File: src/rtl/mem_port_arbiter_if.sv
// mem_port_arbiter_if: requester handshakes plus the shared memory port
interface mem_port_arbiter_if #(
  parameter int ADDR_WIDTH = 12,
  parameter int DWIDTH     = 16
);
  logic                  i_f_req, i_d_req, i_x_req;
  logic                  i_f_we, i_d_we, i_x_we;
  logic [ADDR_WIDTH-1:0] i_f_addr, i_d_addr, i_x_addr;
  logic [DWIDTH-1:0]     i_f_wdata, i_d_wdata, i_x_wdata;
  logic                  o_f_gnt, o_d_gnt, o_x_gnt;
  logic                  o_f_rvalid, o_d_rvalid, o_x_rvalid;
  logic [DWIDTH-1:0]     o_rdata;
  logic [ADDR_WIDTH-1:0] o_mem_addr;
  logic                  o_mem_we;
  logic                  o_mem_ce;
  logic [DWIDTH-1:0]     o_mem_wdata;
  logic [DWIDTH-1:0]     i_mem_rdata;
  logic                  o_busy;
  modport slave (
    input  i_f_req, i_d_req, i_x_req, i_f_we, i_d_we, i_x_we,
           i_f_addr, i_d_addr, i_x_addr, i_f_wdata, i_d_wdata, i_x_wdata, i_mem_rdata,
    output o_f_gnt, o_d_gnt, o_x_gnt, o_f_rvalid, o_d_rvalid, o_x_rvalid,
           o_rdata, o_mem_addr, o_mem_we, o_mem_ce, o_mem_wdata, o_busy
  );
  modport master (
    output i_f_req, i_d_req, i_x_req, i_f_we, i_d_we, i_x_we,
           i_f_addr, i_d_addr, i_x_addr, i_f_wdata, i_d_wdata, i_x_wdata, i_mem_rdata,
    input  o_f_gnt, o_d_gnt, o_x_gnt, o_f_rvalid, o_d_rvalid, o_x_rvalid,
           o_rdata, o_mem_addr, o_mem_we, o_mem_ce, o_mem_wdata, o_busy
  );
endinterface

File: src/rtl/mem_port_arbiter.sv
// mem_port_arbiter: round-robin sharing of one memory port among fetch, data and I/O
module mem_port_arbiter #(
  parameter int ADDR_WIDTH = 12,
  parameter int DWIDTH     = 16,
  parameter int RD_LAT     = 1
) (
  input logic clk,
  input logic reset,
  mem_port_arbiter_if.slave bus
);
  typedef enum logic [1:0] {IDLE, ISSUE, WAIT} state_t;
  generate
    if (RD_LAT < 1 || RD_LAT > 3) begin : g_bad_lat
      $error("mem_port_arbiter: RD_LAT must be 1..3");
    end
  endgenerate
  localparam logic [1:0] CNT_INIT = 2'(RD_LAT - 1);
  state_t                r_state, w_state_nxt;
  logic [1:0]            r_last, r_win, r_cnt, w_last_nxt, w_win_nxt, w_cnt_nxt;
  logic                  r_we, w_we_nxt, w_sel_we;
  logic [ADDR_WIDTH-1:0] r_addr, w_addr_nxt, w_sel_addr;
  logic [DWIDTH-1:0]     r_wdata, w_wdata_nxt, w_sel_wdata;
  logic [2:0]            w_req, w_gnt, w_rv;
  logic [1:0]            w_p0, w_p1, w_pick;
  function automatic logic [1:0] nxt(input logic [1:0] p);
    return p == 2'd2 ? 2'd0 : p + 2'd1;
  endfunction
  assign w_req       = {bus.i_x_req, bus.i_d_req, bus.i_f_req};
  assign w_p0        = nxt(r_last);
  assign w_p1        = nxt(w_p0);
  assign w_pick      = w_req[w_p0] ? w_p0 : w_req[w_p1] ? w_p1 : r_last;
  assign w_sel_we    = w_pick == 2'd0 ? bus.i_f_we    : w_pick == 2'd1 ? bus.i_d_we    : bus.i_x_we;
  assign w_sel_addr  = w_pick == 2'd0 ? bus.i_f_addr  : w_pick == 2'd1 ? bus.i_d_addr  : bus.i_x_addr;
  assign w_sel_wdata = w_pick == 2'd0 ? bus.i_f_wdata : w_pick == 2'd1 ? bus.i_d_wdata : bus.i_x_wdata;
  assign bus.o_rdata = bus.i_mem_rdata;
  assign {bus.o_x_gnt, bus.o_d_gnt, bus.o_f_gnt}          = w_gnt;
  assign {bus.o_x_rvalid, bus.o_d_rvalid, bus.o_f_rvalid} = w_rv;
  // next-state, transaction capture and all FSM-driven outputs
  always_comb begin
    w_state_nxt     = r_state;
    w_last_nxt      = r_last;
    w_win_nxt       = r_win;
    w_we_nxt        = r_we;
    w_addr_nxt      = r_addr;
    w_wdata_nxt     = r_wdata;
    w_cnt_nxt       = r_cnt;
    w_gnt           = '0;
    w_rv            = '0;
    bus.o_mem_ce    = 1'b0;
    bus.o_mem_we    = 1'b0;
    bus.o_mem_addr  = '0;
    bus.o_mem_wdata = '0;
    bus.o_busy      = r_state != IDLE;
    case (r_state)
      IDLE: if (|w_req) begin
        w_state_nxt = ISSUE;
        w_last_nxt  = w_pick;
        w_win_nxt   = w_pick;
        w_we_nxt    = w_sel_we;
        w_addr_nxt  = w_sel_addr;
        w_wdata_nxt = w_sel_wdata;
      end
      ISSUE: begin
        w_gnt           = 3'b001 << r_win;
        bus.o_mem_ce    = 1'b1;
        bus.o_mem_we    = r_we;
        bus.o_mem_addr  = r_addr;
        bus.o_mem_wdata = r_wdata;
        w_state_nxt     = r_we ? IDLE : WAIT;
        w_cnt_nxt       = r_we ? r_cnt : CNT_INIT;
      end
      WAIT: if (r_cnt == 2'd0) begin
        w_rv        = 3'b001 << r_win;
        w_state_nxt = IDLE;
      end else begin
        w_cnt_nxt = r_cnt - 2'd1;
      end
      default: w_state_nxt = IDLE;
    endcase
  end
  // state register; reset drops any in-flight read and points rr at x so f goes first
  always_ff @(posedge clk or posedge reset) begin
    if (reset) begin
      r_state <= IDLE;
      r_last  <= 2'd2;
      r_win   <= 2'd0;
      r_we    <= 1'b0;
      r_addr  <= '0;
      r_wdata <= '0;
      r_cnt   <= 2'd0;
    end else begin
      r_state <= w_state_nxt;
      r_last  <= w_last_nxt;
      r_win   <= w_win_nxt;
      r_we    <= w_we_nxt;
      r_addr  <= w_addr_nxt;
      r_wdata <= w_wdata_nxt;
      r_cnt   <= w_cnt_nxt;
    end
  end
endmodule
File: src/flat_wrapper.sv
// flat-port wrapper written by rule: the top's interface ports become plain ports
module mem_port_arbiter_flat 
#(
  parameter int ADDR_WIDTH = 12,
  parameter int DWIDTH     = 16,
  parameter int RD_LAT     = 1
)
  (clk, reset, bus_i_f_req, bus_i_d_req, bus_i_x_req, bus_i_f_we, bus_i_d_we, bus_i_x_we, bus_i_f_addr, bus_i_d_addr, bus_i_x_addr, bus_i_f_wdata, bus_i_d_wdata, bus_i_x_wdata, bus_i_mem_rdata, bus_o_f_gnt, bus_o_d_gnt, bus_o_x_gnt, bus_o_f_rvalid, bus_o_d_rvalid, bus_o_x_rvalid, bus_o_rdata, bus_o_mem_addr, bus_o_mem_we, bus_o_mem_ce, bus_o_mem_wdata, bus_o_busy);
  mem_port_arbiter_if #(.ADDR_WIDTH(ADDR_WIDTH), .DWIDTH(DWIDTH)) bus_i ();
  input logic clk;
  input logic reset;
  input wire logic [$bits(bus_i.i_f_req)-1:0] bus_i_f_req;
  input wire logic [$bits(bus_i.i_d_req)-1:0] bus_i_d_req;
  input wire logic [$bits(bus_i.i_x_req)-1:0] bus_i_x_req;
  input wire logic [$bits(bus_i.i_f_we)-1:0] bus_i_f_we;
  input wire logic [$bits(bus_i.i_d_we)-1:0] bus_i_d_we;
  input wire logic [$bits(bus_i.i_x_we)-1:0] bus_i_x_we;
  input wire logic [$bits(bus_i.i_f_addr)-1:0] bus_i_f_addr;
  input wire logic [$bits(bus_i.i_d_addr)-1:0] bus_i_d_addr;
  input wire logic [$bits(bus_i.i_x_addr)-1:0] bus_i_x_addr;
  input wire logic [$bits(bus_i.i_f_wdata)-1:0] bus_i_f_wdata;
  input wire logic [$bits(bus_i.i_d_wdata)-1:0] bus_i_d_wdata;
  input wire logic [$bits(bus_i.i_x_wdata)-1:0] bus_i_x_wdata;
  input wire logic [$bits(bus_i.i_mem_rdata)-1:0] bus_i_mem_rdata;
  output wire logic [$bits(bus_i.o_f_gnt)-1:0] bus_o_f_gnt;
  output wire logic [$bits(bus_i.o_d_gnt)-1:0] bus_o_d_gnt;
  output wire logic [$bits(bus_i.o_x_gnt)-1:0] bus_o_x_gnt;
  output wire logic [$bits(bus_i.o_f_rvalid)-1:0] bus_o_f_rvalid;
  output wire logic [$bits(bus_i.o_d_rvalid)-1:0] bus_o_d_rvalid;
  output wire logic [$bits(bus_i.o_x_rvalid)-1:0] bus_o_x_rvalid;
  output wire logic [$bits(bus_i.o_rdata)-1:0] bus_o_rdata;
  output wire logic [$bits(bus_i.o_mem_addr)-1:0] bus_o_mem_addr;
  output wire logic [$bits(bus_i.o_mem_we)-1:0] bus_o_mem_we;
  output wire logic [$bits(bus_i.o_mem_ce)-1:0] bus_o_mem_ce;
  output wire logic [$bits(bus_i.o_mem_wdata)-1:0] bus_o_mem_wdata;
  output wire logic [$bits(bus_i.o_busy)-1:0] bus_o_busy;
  assign bus_i.i_f_req = bus_i_f_req;
  assign bus_i.i_d_req = bus_i_d_req;
  assign bus_i.i_x_req = bus_i_x_req;
  assign bus_i.i_f_we = bus_i_f_we;
  assign bus_i.i_d_we = bus_i_d_we;
  assign bus_i.i_x_we = bus_i_x_we;
  assign bus_i.i_f_addr = bus_i_f_addr;
  assign bus_i.i_d_addr = bus_i_d_addr;
  assign bus_i.i_x_addr = bus_i_x_addr;
  assign bus_i.i_f_wdata = bus_i_f_wdata;
  assign bus_i.i_d_wdata = bus_i_d_wdata;
  assign bus_i.i_x_wdata = bus_i_x_wdata;
  assign bus_i.i_mem_rdata = bus_i_mem_rdata;
  assign bus_o_f_gnt = bus_i.o_f_gnt;
  assign bus_o_d_gnt = bus_i.o_d_gnt;
  assign bus_o_x_gnt = bus_i.o_x_gnt;
  assign bus_o_f_rvalid = bus_i.o_f_rvalid;
  assign bus_o_d_rvalid = bus_i.o_d_rvalid;
  assign bus_o_x_rvalid = bus_i.o_x_rvalid;
  assign bus_o_rdata = bus_i.o_rdata;
  assign bus_o_mem_addr = bus_i.o_mem_addr;
  assign bus_o_mem_we = bus_i.o_mem_we;
  assign bus_o_mem_ce = bus_i.o_mem_ce;
  assign bus_o_mem_wdata = bus_i.o_mem_wdata;
  assign bus_o_busy = bus_i.o_busy;
  mem_port_arbiter #(.ADDR_WIDTH(ADDR_WIDTH), .DWIDTH(DWIDTH), .RD_LAT(RD_LAT)) u_core (.clk(clk), .reset(reset), .bus(bus_i));
endmodule
File: config.mk
export PLATFORM = sky130hd
export DESIGN_NAME = mem_port_arbiter_flat
export DESIGN_NICKNAME = d
export VERILOG_FILES = /design/src/rtl/mem_port_arbiter_if.sv /design/src/rtl/mem_port_arbiter.sv /design/src/flat_wrapper.sv
export SDC_FILE = /design/constraint.sdc
export NUM_CORES = 1
export LEC_CHECK = 0
export CAP_MARGIN = 10
export CORE_MARGIN = 1
export CORE_UTILIZATION = 25
export DETAILED_ROUTE_END_ITERATION = 8
export PLACE_DENSITY_LB_ADDON = 0.25
export RECOVER_POWER = 25
export SLEW_MARGIN = 20
export SYNTH_ARGS = -nofsm -noshare
export SYNTH_HDL_FRONTEND = slang
export SYNTH_SLANG_ARGS = --single-unit
File: constraint.sdc
create_clock -name clk -period 1.9 [get_ports clk]
set_input_delay 0.285 -clock clk [delete_from_list [all_inputs] [get_ports clk]]
set_output_delay 0.285 -clock clk [all_outputs]
set_load 0.05 [all_outputs]
=== Word-level counts from Yosys, hierarchy flattened ===
Index checks and enable logic that the tools add are counted.

* Multiplexer cells: 28
* Shifts and indexed selects: 1
* Add/sub/neg operators: 3
* Reduce and logical (&&, ||, !) cells: 9
* Eq/ne operators: 9
* Order comparisons: 2

{| class="wikitable"
|+ Operator list
! operator !! count
|-
| $mux W16 || 3
|-
| $mux W12 || 3
|-
| $mux W2 || 9
|-
| $mux W3 || 3
|-
| $eq A2 B2 Y1 const B || 3
|-
| $logic_not A2 Y1 || 3
|-
| $lt A2 B3 Y1 const B || 2
|-
| $mux W1 || 6
|-
| $pmux W2 S3 || 1
|-
| $add A2 B1 Y2 const B || 2
|-
| $bmux W1 S2 || 2
|-
| $eq A2 B1 Y1 const B || 2
|-
| $ne A2 B1 Y1 const B || 2
|-
| $ne A2 B2 Y1 const B || 2
|-
| $pmux W2 S2 || 1
|-
| $reduce_and A2 Y1 || 2
|-
| $reduce_bool A2 Y1 || 2
|-
| $reduce_and A3 Y1 || 1
|-
| $reduce_or A3 Y1 || 1
|-
| $shl A1 B2 Y3 const A || 1
|-
| $sub A2 B1 Y2 const B || 1
|}

* Word-level logic and storage cells: 59
* Output and inout port bits: 53
* Input bits: 108
* Register bits: 37

=== Depth between registers and ports, before layout ===
Gate-level depths: netlist of run 1.

* Depth after elaboration: 11
* Mapped depth: 7
* Gate-level depth less buffers: 6

=== Worst setup path after synthesis of run 1 ===
Ideal clock, no wire load.

* Path kind: reg2out
* Start point: register u_core.r_state[1]
* End point: output bus_o_f_gnt
* Required time: 1615 ps
* Arrival: 2221 ps
* Buffers on the path: 0
* Cell stages (with the launch flop): 4
* Slack: -606 ps
* Cells stage by stage: dfrtp_1 inv_1 ha_1 nor3b_1

* Cells in the longest elaborated chain, start to end: 2

{| class="wikitable"
|+ Ends and longest elaborated chain
! element !! line !! RTL
|-
| start: declaration || mem_port_arbiter.sv:18 || <nowiki>state_t r_state, w_state_nxt;</nowiki>
|-
| start signal: assignment || mem_port_arbiter.sv:92 || <nowiki>r_state <= w_state_nxt;</nowiki>
|-
| $eq A2 B1 Y1 || mem_port_arbiter.sv:54 || <nowiki>case (r_state)</nowiki>
|-
| $mux W3 || mem_port_arbiter.sv:54 ||
|-
| end: declaration || flat_wrapper.sv:25 || <nowiki>output wire logic [$bits(bus_i.o_f_gnt)-1:0] bus_o_f_gnt;</nowiki>
|}

No other way between the ends.

=== Worst setup path after layout of run 1 ===
* Start point: input bus_i_x_req
* End point: register u_core.r_we

* Cells in the longest elaborated chain, start to end: 7
* Elaborated cells on any way between the ends: 12
* Those cells by class: eq/ne (1); mux (8); reduce/logical (3)

{| class="wikitable"
|+ Ends and longest elaborated chain
! element !! line !! RTL
|-
| start: declaration || flat_wrapper.sv:14 || <nowiki>input wire logic [$bits(bus_i.i_x_req)-1:0] bus_i_x_req;</nowiki>
|-
| $bmux W1 S2 || mem_port_arbiter.sv:31 || <nowiki>assign w_pick = w_req[w_p0] ? w_p0 : w_req[w_p1] ? w_p1 : r_last;</nowiki>
|-
| $mux W1 (implied by the code) || mem_port_arbiter.sv:31 ||
|-
| $mux W2 (2 in series) || mem_port_arbiter.sv:31 ||
|-
| $eq A2 B1 Y1 || mem_port_arbiter.sv:32 || <nowiki>assign w_sel_we = w_pick == 2'd0 ? bus.i_f_we : w_pick == 2'd1 ? bus.i_d_we : bus.i_x_we;</nowiki>
|-
| $mux W1 (2 in series) || mem_port_arbiter.sv:32 ||
|-
| end signal: assignment || mem_port_arbiter.sv:95 || <nowiki>r_we <= w_we_nxt;</nowiki>
|-
| end: declaration || mem_port_arbiter.sv:20 || <nowiki>logic r_we, w_we_nxt, w_sel_we;</nowiki>
|}

Parallel ways exist; a longest one is shown, timed or not. The select of a mux whose other input is x is not followed.
A chain may end at the register's enable or synchronous reset.

==> results of run 1 <==
==> cell usage in the layout, fill, tap and decap left out, drive strengths merged, types with 8 or more instances in the layout <==
cell / Yosys / layout
nor4b: 28 / 28
buf: 48 / 68
dfrtp: 35 / 35
nor2: 8 / 9
and2: 30 / 30
a222oi: 28 / 28
a21oi: 32 / 32
clkdlybuf4s50: 0 / 88
o21bai: 28 / 28
clkbuf: 20 / 8
a311oi: 28 / 28
a21o: 28 / 28
nand2: 11 / 11
o32ai: 28 / 28
==> cells by family after synthesis <==
kind of cell / after synthesis
fa+ha+maj: 4
flops: 36
simple gates: 94
compound gates: 184
buf+inv: 75
==> through the flow <==
stage / util (%) / hold slack [ps]
2_1_floorplan: - / 448.7
3_3_place_gp: 38.73 / 460.7
3_5_place_dp: 38.73 / 482.8
4_1_cts: 39.97 / 367.7
5_1_grt: 40.11 / 496.3
6_report: 40.11 / 479.0
==> power breakdown <==
| part | switching (mW) | internal (mW) | leakage, nW |
|---|---|---|---|
| Clock | 0.334 | 0.524 | 0.0712 |
| Combinational | 4.11 | 3.39 | 1.62 |
| Sequential | 0.258 | 1.16 | 0.405 |
| Total | 4.70 | 5.08 | 2.10 |
==> state kept, by name (all words and copies together) (netlist names) <==
signal	cells
u_core.r_win	2
u_core.r_last	1
u_core.r_we	1
u_core.r_wdata	16
u_core.r_cnt	2
u_core.r_addr	12
u_core.r_state	2
==> path summary, 6_finish.rpt <==
| kind | endpoint | start | slack (ps) |
|---|---|---|---|
| worst min-delay path | u_core.r_win[0] | bus_i_d_req | 480 |
| worst max-delay path | u_core.r_we | bus_i_x_req | 60 |
| worst min register to register | u_core.r_cnt[1] | u_core.r_cnt[1] | 490 |
| worst max register to register | u_core.r_addr[9] | u_core.r_win[0] | 150 |
| max in group asynchronous | u_core.r_win[0] | reset | 620 |
| min in group asynchronous | u_core.r_wdata[12] | reset | 650 |
==> repair_timing <==
action | CTS | global route
hold endpoints to repair | 0 | 0
resized for setup | 3 | 5
endpoints found under the setup margin | 39 | 28
cloned | 1 | 0
pin swaps | 1 | 4
==> worst max-delay path: stages <==
cell	delay, ps
clkdlybuf4s50_1	500
buf_4	200
a21oi_4	630
a222oi_1	210
a21oi_1	190
==> cell type report <==
class / count / area, um2
fillers: 1323 / 8280
multi-input cells: 283 / 2275
repair buffers: 157 / 1967
flip-flops and latches: 36 / 907.1
well taps: 180 / 225.2
clock buffers: 8 / 146.4
inverters: 7 / 26.28
==> routing by layer <==
metal  part of all wire, %  track usage, %  vias up
met5                     0               0        -
met4                   1.2           5.787        0
met3                   6.2           2.925       14
met2                    49           31.25      198
met1                    44           24.26     1888
li1                      -               -     1766
==> run summary, run 1 <==
status -> complete, no violations
I/O Buffers -> 128
vias per cell -> 5.762
RD Place Congestion -> 0.8096
Final Cycle Share -> 96.58%
Worst Tran Pin Value -> 923.0 ps
Finished Cell Area -> 5547 um2
Syn Inst Count -> 393
Area contributors post-synth -> dfrtp_1 (25%), a222oi_1 (8.0%), a311oi_1 (7.0%), o32ai_1 (7.0%), a21o_1 (6.0%)
setup tns final -> 0 ps
Peak Freq -> 545.0 MHz
synthesis-stage register bit count -> 36
final hold vios -> 0
combinational family with the most area after synthesis -> compound AO/OA/AOI/OAI gates
final WL -> 13150 um
Via Count -> 3866
FP Rows -> 43
Avg WL per Cell -> 19.60 um
clk_lat worst skew -> 280 ps
post-CTS setup buffers -> 0
ys flop type -> dfrtp_1
worst hold path depth -> 4
fraction of layout cells with a size suffix above 1 -> 20.37%
CTS tree -> yes
Cells after DPL -> 662
Pins Over Slew Limit -> 0
First-pass DRT Iterations -> 7
Area growth syn-to-layout -> 57.48%
width of the die -> 120.7 um
worst min-delay path class -> in2reg
post-synthesis instance area -> 3522 um2
fin nets -> 602
dpl hpwl -> 9254 um
largest area contributor in the synthesized netlist -> dfrtp_1
clk slew on worst S/H paths -> 60 ps
first-pass GRT wire length -> 21300 um
WP data arrival -> 2030 ps
non-filler cells, final -> 671
Sink Count -> 36
RSZ-0062 raised after global routing -> yes
Starting DRT DRC Count -> 404
XOR/XNOR Fraction of Synth Area -> 0%
register area share after synthesis -> 25.61%
critical path class -> in2reg
Post-DP Area -> 5355 um2
Synth top cells by count -> dfrtp_1 (35), a21oi_1 (30), and2_1 (30)
total CTS buffers -> 5
fraction of registers with async set/reset -> 100.0%
initial antenna violation count -> 0
Initial Util -> 25.47%
Pwr per Cell Area -> 1763 nW/um2
CP max FO -> 28
worst setup margin -> 64.97 ps
Critical Path Sink Type -> flip-flop
reg2reg path depth -> 5
min Tclk post-route -> 1835 ps
Slew headroom -> 38.40%
EDFF count, synth -> 0
Post-Syn Area per Cell -> 8.962 um2
GRT overflow -> 0
Compound-Gate Fraction of Synth Area -> 41.24%
post-synth top area share -> 24.87%
Synth Warn # -> 0
Die Y -> 120.7 um
final clock skew -> 6.204 ps
Adder-Cell Fraction of Synth Area -> 1.421%
Peak VDD IR -> 0.6726 mV
CTS Hold Buffers Added -> 0
GR Util All Layers -> 18.58%
number of distinct library cells after synthesis -> 40
pre-CTS WS -> -212.0 ps
Worst setup SP type -> primary input
Tot Pwr -> 9.780 mW
simple-gate portion of the synthesized area -> 19.79%
Finish-stage setup viols -> 0
die footprint -> 14570 um2
vias in the first global route -> 3984
syn_nets -> 505
most numerous cell in the Yosys netlist -> dfrtp_1
residual DRC count -> 0
CTS Buffer Depth -> 2
CP required -> 2100 ps
H-tree levels -> 2
I/O pins -> 161
Antenna Violating Nets Remaining -> 0
antenna cell count -> 0
CTS root buf -> clkbuf_16
mux share of post-synthesis cell area -> 0%
Max Cap Violations -> 0
largest net degree at the start of global routing -> 59
Core Area -> 13830 um2
Leak -> 2.095 nW
Power figures use the tool's default switching activity.
==> run 2: changes to the inputs <==
- CELL_PAD_IN_SITES_DETAIL_PLACEMENT: not set -> 1
- CELL_PAD_IN_SITES_GLOBAL_PLACEMENT: not set -> 1
==> run summary, run 2 (synthesis results as in run 1) <==
met3 usage -> 4.434% (+1.5 points)
Critical Path Sink Type -> primary output
clk_lat worst skew -> 290 ps (about the same)
Leak -> 2.133 nW (+1.8%)
FP Rows -> 43 (unchanged)
worst min-delay path class -> reg2reg
I/O Buffers -> 128 (unchanged)
GRT overflow -> 0 (unchanged)
CP required -> 1620 ps (-480 ps)
CTS tree -> yes
I/O pins -> 161 (unchanged)
Buf/Inv on CP -> 2 (unchanged)
max incr delay on CP -> 420 ps (-210 ps)
clk slew on worst S/H paths -> 60 ps (about the same)
RD Place Congestion -> 0.7594 (-6.2%)
fin nets -> 610 (+1.3%)
width of the die -> 120.7 um (unchanged)
initial antenna violation count -> 0 (unchanged)
RSZ-0062 raised after global routing -> no
Initial Util -> 25.47% (unchanged)
GR Util met1 -> 25.50% (+1.2 points)
die footprint -> 14570 um2 (unchanged)
H-tree levels -> 2 (unchanged)
vias in the first global route -> 4240 (+6.4%)
Fillers -> 1512 (+14%)
Core Util, Final -> 40.53% (+0.42 points)
pre-CTS WS -> -254.9 ps (-42.87 ps)
critical path class -> reg2out
largest net degree at the start of global routing -> 61 (+3.4%)
final clock skew -> 10.56 ps (+4.355 ps)
vias per cell -> 5.730 (-0.54%)
Area growth syn-to-layout -> 59.11%
Avg WL per Cell -> 21.09 um (+7.6%)
CP Cell Sequence -> inv_2 -> ha_1 -> nand2_2 -> nor3b_4 -> buf_12
Peak Freq -> 561.2 MHz (+3.0%)
Pwr per Cell Area -> 1766 nW/um2 (+0.17%)
Slew headroom -> 55.26% (+17 points)
status -> complete, no violations
Starting DRT DRC Count -> 254 (-37%)
final WL -> 14320 um (+8.9%)
setup tns final -> 0 ps (unchanged)
GRT busiest layer -> met2
Worst path top cell family by delay -> flip-flops
antenna cell count -> 0 (unchanged)
CTS Buffer Depth -> 2 (unchanged)
residual DRC count -> 0 (unchanged)
min Tclk post-route -> 1782 ps (-53.13 ps)
fraction of layout cells with a size suffix above 1 -> 22.04% (+1.7 points)
Worst setup SP type -> flip-flop
Max Cap Violations -> 0 (unchanged)
worst setup margin -> 118.1 ps (+53.13 ps)
final hold vios -> 0 (unchanged)
Peak VDD IR -> 0.8660 mV (+29%)
Finish-stage setup viols -> 0 (unchanged)
Pins Over Slew Limit -> 0 (unchanged)
most common cell after layout, fill and taps aside -> clkdlybuf4s50_1
WP data arrival -> 1500 ps (-530 ps)
Die Y -> 120.7 um (unchanged)
CP max FO -> 4 (-86%)
GR Layer Usage met2 -> 32.79% (+1.5 points)
Final Cycle Share -> 93.78% (-2.8 points)
GR Util All Layers -> 19.82% (+1.2 points)
First-pass DRT Iterations -> 6 (-1)
Antenna Violating Nets Remaining -> 0 (unchanged)
dpl hpwl -> 9771 um (+5.6%)
max reg flops -> 16 (unchanged)
critical-path cell with the highest stage delay -> dfrtp_1
biggest regs -> u_core.r_wdata x16, u_core.r_addr x12
CTS root buf -> clkbuf_16
Core Area -> 13830 um2 (unchanged)
first-pass GRT wire length -> 22560 um (+5.9%)
Via Count -> 3891 (+0.65%)
CTS Hold Buffers Added -> 0 (unchanged)
Largest Register -> u_core.r_wdata
total CTS buffers -> 5 (unchanged)
Worst Tran Pin Value -> 671.2 ps (-251.8 ps)
commonest non-fill, non-tap cells in the layout -> clkdlybuf4s50_1 (89), buf_12 (45), dfrtp_1 (35), and2_1 (30), a21oi_1 (30)
Sink Count -> 36 (unchanged)
run 2: worst register-to-register path, cell delays in order (launching register included):
cell      delay [ps]
dfstp_4          810
buf_12           310
nor4b_2          120
a311oi_1         260
a21oi_1          130
run 2: cell type report:
type / instances / area [um2] / share of cell area, %
multi-input combinational: 283 / 2277 / 40.63
clock buffer: 5 / 125.1 / 2.233
sequential: 36 / 905.9 / 16.16
inverter: 7 / 26.28 / 0.4689
tap: 180 / 225.2 / 4.019
clock inverter: 3 / 18.77 / 0.3349
timing repair buffer: 165 / 2026 / 36.15
run 2: repair_timing:
| action | 4_1_cts | 5_1_grt |
|---|---|---|
| gates resized for setup | 1 | 7 |
| pin swaps | 0 | 1 |
| endpoints found under the setup margin | 16 | 47 |
| setup buffers | 0 | 1 |
| cloned | 0 | 1 |
run 2: where the power goes:
part | switching (mW) | internal [mW] | total [mW]
sequential | 0.340 | 1.16 | 1.50
clock | 0.371 | 0.485 | 0.857
combinational | 4.12 | 3.42 | 7.54
run 2: stage by stage:
| stage | std cells | hold WS [ps] | cell area (um2) | power (mW) |
|---|---|---|---|---|
| after floorplan | 393 | 448.7 | 3545 | 5.739 |
| after global placement | 669 | 467.3 | 5420 | 8.834 |
| after detailed placement | 669 | 487.6 | 5420 | 8.956 |
| after CTS | 677 | 309.4 | 5574 | 9.888 |
| after global routing | 679 | 521.2 | 5604 | 10.47 |
| final | 679 | 496.1 | 5604 | 9.898 |
run 2: path summary, 6_finish.rpt:
kind	to	slack [ps]	from	cells after the start
setup reg to reg	u_core.r_addr[9]	160	u_core.r_last[1]	4
hold reg to reg	u_core.r_cnt[0]	500	u_core.r_cnt[0]	1
hold / removal	u_core.r_cnt[0]	500	u_core.r_cnt[0]	1
min in group asynchronous	u_core.r_addr[8]	510	reset	2
setup / recovery	bus_o_x_rvalid	120	u_core.r_state[0]	5
max in group asynchronous	u_core.r_addr[3]	310	reset	3
run 2: per-layer routing:
metal	wire, um	share of wire (%)
met3	848	5.9
met2	6928	48
met4	251	1.8
met5	0	0
met1	6289	44
==> run 3: changes to the inputs <==
- CORE_UTILIZATION: 25 -> 31
==> run summary, run 3 (synthesis results as in run 1) <==
final hold vios -> 0 (unchanged)
Core Util, Final -> 50.43% (+9.9 points)
Die Y -> 108.6 um (-10%)
Pins Over Slew Limit -> 0 (unchanged)
RD Place Congestion -> 0.8787 (+16%)
clk_lat worst skew -> 280 ps (about the same)
Tot Pwr -> 9.761 mW (-1.4%)
CTS Hold Buffers Added -> 0 (unchanged)
final clock skew -> 8.309 ps (-2.250 ps)
Largest Register -> u_core.r_wdata
H-tree levels -> 2 (unchanged)
Peak Freq -> 547.5 MHz (-2.4%)
Starting DRT DRC Count -> 290 (+14%)
setup tns final -> 0 ps (unchanged)
Initial Util -> 32.21% (+6.7 points)
Worst R2R Start -> u_core.r_win[0]
GRT overflow -> 0 (unchanged)
fin nets -> 610 (unchanged)
Leak -> 2.107 nW (-1.2%)
Peak VDD IR -> 1.107 mV (+28%)
Psw -> 4.763 mW (-1.4%)
Core Area -> 10940 um2 (-21%)
Worst setup SP type -> flip-flop
Via Count -> 3949 (+1.5%)
Antenna Violating Nets Remaining -> 0 (unchanged)
vias in the first global route -> 4237 (-0.071%)
I/O Buffers -> 128 (unchanged)
Post-DP Area -> 5340 um2 (-1.5%)
Finish-stage setup viols -> 0 (unchanged)
most common cell after layout, fill and taps aside -> clkdlybuf4s50_1
RSZ-0062 raised after global routing -> yes
antenna cell count -> 0 (unchanged)
worst setup margin -> 73.54 ps (-44.56 ps)
Avg WL per Cell -> 21.67 um (+2.8%)
Max Cap Violations -> 0 (unchanged)
CTS root buf -> clkbuf_16
fraction of layout cells with a size suffix above 1 -> 21.44% (-0.60 points)
non-filler cells, final -> 639 (-5.9%)
FP Rows -> 38 (-12%)
CTS tree -> yes
Net Sw Frac -> 48.79% (about the same)
biggest regs -> u_core.r_wdata x16, u_core.r_addr x12
Reg power frac -> 14.8% (-0.3 points)
clk slew on worst S/H paths -> 60 ps (about the same)
reg-to-reg setup timing slack -> 190 ps (+30 ps)
final WL -> 13850 um (-3.3%)
commonest non-fill, non-tap cells in the layout -> clkdlybuf4s50_1 (89), buf_12 (43), dfrtp_1 (35), a21oi_1 (30)
dpl hpwl -> 9459 um (-3.2%)
Sink Count -> 36 (unchanged)
total CTS buffers -> 5 (unchanged)
internal cell power -> 4.998 mW (-1.3%)
Critical Path Sink Type -> primary output
largest net degree at the start of global routing -> 64 (+4.9%)
I/O pins -> 161 (unchanged)
Area growth syn-to-layout -> 56.59%
worst min-delay path class -> in2async
min Tclk post-route -> 1826 ps (+44.56 ps)
Fillers -> 1215 (-20%)
GR Util All Layers -> 23.67% (+3.8 points)
Worst Tran Pin Value -> 717.6 ps (+46.42 ps)
WP data arrival -> 1540 ps (+40 ps)
Final Cycle Share -> 96.13% (+2.3 points)
Cells after DPL -> 630 (-5.8%)
CP max FO -> 18 (+14)
r2r endpoint -> u_core.r_addr[8]
Finished Cell Area -> 5515 um2 (-1.6%)
CP Launch Point -> u_core.r_state[1]
critical path class -> reg2out
clock share of power -> 8.4% (-0.3 points)
max reg flops -> 16 (unchanged)
worst hold slack -> 425.4 ps (-70.66 ps)
Slew headroom -> 52.16% (-3.1 points)
reg2reg path depth -> 6 (+2)
CTS Buffer Depth -> 2 (unchanged)
Comb power frac -> 76.8% (+0.6 points)
residual DRC count -> 0 (unchanged)
First-pass DRT Iterations -> 5 (-1)
status -> complete, no violations
first-pass GRT wire length -> 21850 um (-3.1%)
Pwr per Cell Area -> 1770 nW/um2 (+0.21%)
pre-CTS WS -> -184.2 ps (+70.71 ps)
CP required -> 1620 ps (about the same)
die footprint -> 11790 um2 (-19%)
vias per cell -> 6.180 (+7.8%)
width of the die -> 108.6 um (-10%)
initial antenna violation count -> 0 (unchanged)
post-CTS setup buffers -> 0 (unchanged)
run 3: what timing repair did:
| action | in CTS | in global routing |
|---|---|---|
| resized for setup | 1 | 7 |
| endpoints found under the hold margin | 0 | 0 |
| cloned | 0 | 1 |
| setup endpoints to repair | 1 | 40 |
| pin swaps | 0 | 1 |
run 3: worst max-delay path by stage:
stage / to / slack [ps] / cells past startpoint
2_1_floorplan: bus_o_f_gnt / 50 / 3
5_1_grt: bus_o_f_gnt / -10 / 5
3_5_place_dp: u_core.r_addr[1] / -180 / 5
3_3_place_gp: u_core.r_addr[1] / -130 / 5
6_report: bus_o_f_gnt / 70 / 5
4_1_cts: bus_o_f_gnt / 10 / 5
run 3: final cells by class:
| class | count | area (um2) | share of cell area (%) |
|---|---|---|---|
| Inverter | 7 | 26.28 | 0.4764 |
| Clock inverter | 1 | 5.005 | 0.09074 |
| Sequential cell | 36 | 905.9 | 16.42 |
| Clock buffer | 7 | 132.6 | 2.405 |
| Timing Repair Buffer | 165 | 2007 | 36.39 |
| Multi-Input combinational cell | 283 | 2263 | 41.04 |
| Tap cell | 140 | 175.2 | 3.176 |
run 3: worst max-delay path: stages (launching register included):
cell and delay (ps):
dfrtp_1 380, inv_1 110, ha_2 220, buf_8 160
nor3b_4 230, buf_12 160
run 3: per-layer routing:
layer	routed length, um	part of all wire (%)	up-vias	track usage (%)
met5	0	0	-	0
met4	153	1.1	0	6.660
met3	1029	7.4	20	3.858
met2	6968	50	179	40.96
met1	5694	41	1969	30.13
li1	-	-	1781	-
run 3: power by group through the flow:
stage	logic [mW]	clock network, mW	registers (mW)
after CTS	7.43	0.831	1.43
after global placement	7.24	0	1.43
after detailed placement	7.39	0	1.43
after floorplan	4.44	0	1.30
final	7.50	0.818	1.45
after global routing	7.93	0.861	1.49
